**src/rtl/pin_loopback_pkg.sv**
```systemverilog
// ============================================================================
// pin_loopback_pkg : shared encodings and PRBS7 helpers for pin_loopback_checker
// Revision: 1.0
// ============================================================================
`default_nettype none

package pin_loopback_pkg;

    typedef enum logic [1:0] {
        ST_IDLE = 2'd0,
        ST_RUN  = 2'd1,
        ST_DONE = 2'd2
    } state_e;

    localparam logic [6:0] PRBS7_SEED  = 7'h01;
    localparam int         PRBS7_TAP_A = 6;
    localparam int         PRBS7_TAP_B = 5;

    localparam int CH_FF   = 0;
    localparam int CH_PASS = 1;
    localparam int CH_OP   = 2;

    function automatic logic [6:0] prbs7_next(input logic [6:0] s);
        return {s[5:0], s[PRBS7_TAP_A] ^ s[PRBS7_TAP_B]};
    endfunction

endpackage

`default_nettype wire

```
**src/rtl/prbs7_gen.sv**
```systemverilog
// ============================================================================
// prbs7_gen : 7-bit Fibonacci LFSR with load/advance controls
// Revision: 1.0
// ============================================================================
`default_nettype none

module prbs7_gen
    import pin_loopback_pkg::*;
(
    input  logic i_Clock,
    input  logic i_Reset,
    input  logic i_Load,
    input  logic i_Advance,
    output logic o_Bit
);

    logic [6:0] state_q;
    logic [6:0] state_d;

    // Load primes the register one step past the seed: the top emits the
    // seed's own bit directly on the start edge, so o_Bit always leads o_Data.
    always_comb begin
        state_d = state_q;
        if (i_Load) begin
            state_d = prbs7_next(PRBS7_SEED);
        end else if (i_Advance) begin
            state_d = prbs7_next(state_q);
        end
    end

    always_ff @(posedge i_Clock) begin
        if (!i_Reset) begin
            state_q <= PRBS7_SEED;
        end else begin
            state_q <= state_d;
        end
    end

    assign o_Bit = state_q[6];

endmodule

`default_nettype wire

```
**config.mk**
```make
export PLATFORM = sky130hd
export DESIGN_NAME = prbs7_gen
export DESIGN_NICKNAME = d
export VERILOG_FILES = /design/src/rtl/pin_loopback_pkg.sv /design/src/rtl/prbs7_gen.sv
export SDC_FILE = /design/constraint.sdc
export NUM_CORES = 1
export LEC_CHECK = 0
export ABC_AREA = 1
export CORE_AREA = 5 5 42 44
export DETAILED_ROUTE_END_ITERATION = 8
export DIE_AREA = 0 0 47 49
export HOLD_SLACK_MARGIN = 0.08
export PLACE_DENSITY = 0.5
export SYNTH_ARGS = -nofsm -noshare
export SYNTH_HDL_FRONTEND = slang
export SYNTH_SLANG_ARGS = --single-unit
```
**constraint.sdc**
```tcl
create_clock -name i_Clock -period 0.8 [get_ports i_Clock]
set_input_delay 0.08 -clock i_Clock [delete_from_list [all_inputs] [get_ports i_Clock]]
set_output_delay 0.08 -clock i_Clock [all_outputs]
set_load 0.02 [all_outputs]
```
==> impl_metrics.json <==
{
  "synth_edf_count": 0,
  "crit_arrival_ns": 0.69,
  "htreeDepth": 1,
  "slew_viol_final": 0,
  "syn2layout_area_growth_pct": 33.8,
  "clock-root-buffer": "clkbuf_4",
  "grt_pass1_vias": 259,
  "syn_inst": 41,
  "finClkSkew_ns": 0.00817,
  "clock-sinks": 7,
  "ys.flop_type": "dfxtp_1",
  "dieHeight_um": 49,
  "rsz0062_at_grt": "yes",
  "die_x_um": 47,
  "post_cts_buffers": 0,
  "hp-class": "input pin to flip-flop",
  "drive_gt1_share_pct": 21.6,
  "power_density_nw_per_um2": 1910,
  "internal_power_uw": 578,
  "io_pins": 5,
  "tns_ns": 0,
  "comb_power_share_pct": 8.1,
  "yosys.cell_count.top_type": "nand2_1",
  "wl_per_cell_um": 8.69,
  "seqPwrFrac_pct": 48.6,
  "swShare_pct": 22.9,
  "fin_crit_sh_pct": 95.7,
  "synthTopCellsByArea": "dfxtp_1, nand2_1, a21oi_1",
  "crit_family": "flip-flops",
  "start_util_pct": 20.9,
  "setup_slack_ns": 0.0348,
  "yosys.area.top_type_share_pct": 47.9,
  "slowest_stage": "dfxtp_2",
  "largest_reg_flops": 7,
  "min_period_ns": 0.765,
  "hold_violations": 0,
  "n_antenna_cell": 0,
  "rows": 14,
  "place_ws_ns": -0.285,
  "cts_tree": "yes",
  "p_leak_uw": 0.000168,
  "crit_required_ns": 0.72,
  "tightest_slew_ns": 0.176,
  "clk_pin_slew_ns": 0.06,
  "numCtsBuffers": 3,
  "netSwitchingPower_uw": 171,
  "fill_cells": 162,
  "core-area_um2": 1400,
  "synth_area_um2": 293,
  "worst_setup_path_end_kind": "primary output",
  "io_buffers": 4,
  "top_regs": "state_q: 7 flops",
  "crit_chain": "buf_6",
  "clk_latency_ns": 0.26,
  "place_congestion": 0.670,
  "hpwl_um": 412,
  "drtAntennaViolNets": 0,
  "synth_commonest_cells": "nand2_1, dfxtp_1, a21oi_1, inv_1, nor2_1",
  "async_flop_share_pct": 0,
  "setup_viol": 0,
  "ir_worst_vdd_uv": 857,
  "drt_iter0_markers": 3,
  "ys_ff_latch": 7,
  "clockBufferDepth": 2,
  "max_stage_delay_ns": 0.32,
  "cap_violations": 0,
  "utilization_pct": 27.9,
  "startpoint_type": "flip-flop",
  "finalNetCount": 56,
  "crit_path_max_fanout": 2,
  "path_buf_inv": 1,
  "globalRouteTotalUtil_pct": 6.42,
  "dieArea_um2": 2300,
  "crit_type": "flip-flop to primary output",
  "vias_per_cell": 4.03,
  "ys_seq_area_share_pct": 47.9,
  "synth_nets": 45,
  "dpl-instance-area_um2": 364,
  "fmax_mhz": 1310,
  "postCtsHoldBufs": 0,
  "wl_um": 582,
  "clock_power_share_pct": 43.3,
  "status": "finished, final reports clean",
  "yosys.area.top_type": "dfxtp_1",
  "slew_headroom_pct": 88.3,
  "yosysWarnings": 0,
  "dr_total_vias": 270,
  "first_pass_iters": 4,
  "fin_area_um2": 392,
  "ys_types": 10,
  "syn_avg_cell_area_um2": 7.14,
  "antenna_found_initial": 0,
  "grt_max_degree": 8,
  "drc": 0,
  "grt_overflow": 0,
  "grt_pass1_wl_um": 1010,
  "top_register": "state_q"
}
-- cells by family after synthesis --
family                 after synthesis  synth area share, %
and+or+nand+nor                     21                 30.3
buffers and inverters                7                 11.5
DFF                                  7                 47.9
AOI/OAI and AO/OA                    6                 10.3
-- power by group through the flow --
stage | logic (µW) | registers (µW) | clock network [µW]
after global placement | 62.9 | 370 | 0
after detailed placement | 63.1 | 371 | 0
final | 60.8 | 364 | 324
after CTS | 61.5 | 363 | 348
after floorplan | 36.5 | 370 | 0
after global routing | 69.2 | 365 | 369
-- final timing paths --
kind	depth (start not counted)	endpoint	startpoint	slack, ns
min	4	state_q[0]	i_Advance	0.37
max reg2reg	5	state_q[0]	state_q[6]	0.07
min reg2reg	2	state_q[5]	state_q[4]	0.45
max	1	o_Bit	state_q[6]	0.03
-- metal layers --
layer  wire length (µm)  global-route usage [%]  share of wire [%]  vias to the layer above
li1                   -                       -                  -                      143
met1                253                    7.28                 43                      120
met2                260                    8.37                 45                        7
met3                 67                    6.64                 12                        0
met4                  0                    1.38                  0                        0
met5                  0                       0                  0                        -
-- repair_timing --
item	in CTS	in global routing
endpoints found under the setup margin	5	2
cloned	0	0
pin swaps	0	2
resized for setup	8	0
endpoints found under the hold margin	0	0
-- layout make-up --
type / instances / area [µm²] / area share [%]
timing repair buffer: 7 / 62.6 / 16.0
tap: 16 / 20.0 / 5.11
multi-input combinational: 27 / 119 / 30.4
sequential: 7 / 141 / 36.1
inverter: 6 / 22.5 / 5.75
clock buffer: 4 / 26.3 / 6.71
-- layout by cell type (no fill, tap or decap), drive strengths merged --
cell and instances:
nand2 17, inv 6, buf 4, a21oi 6, dfxtp 7, dlygate4sd2 1, clkbuf 4, nand3 2
clkdlybuf4s50 2, nor2 2
-- through the flow --
stage          cells  hold slack, ns  power [µW]
2_1_floorplan     41           0.178         406
3_3_place_gp      63           0.446         433
3_5_place_dp      63           0.452         434
4_1_cts           67           0.360         772
5_1_grt           67           0.430         803
6_report          67           0.366         749
No activity file was read; power rests on OpenSTA's default activity.
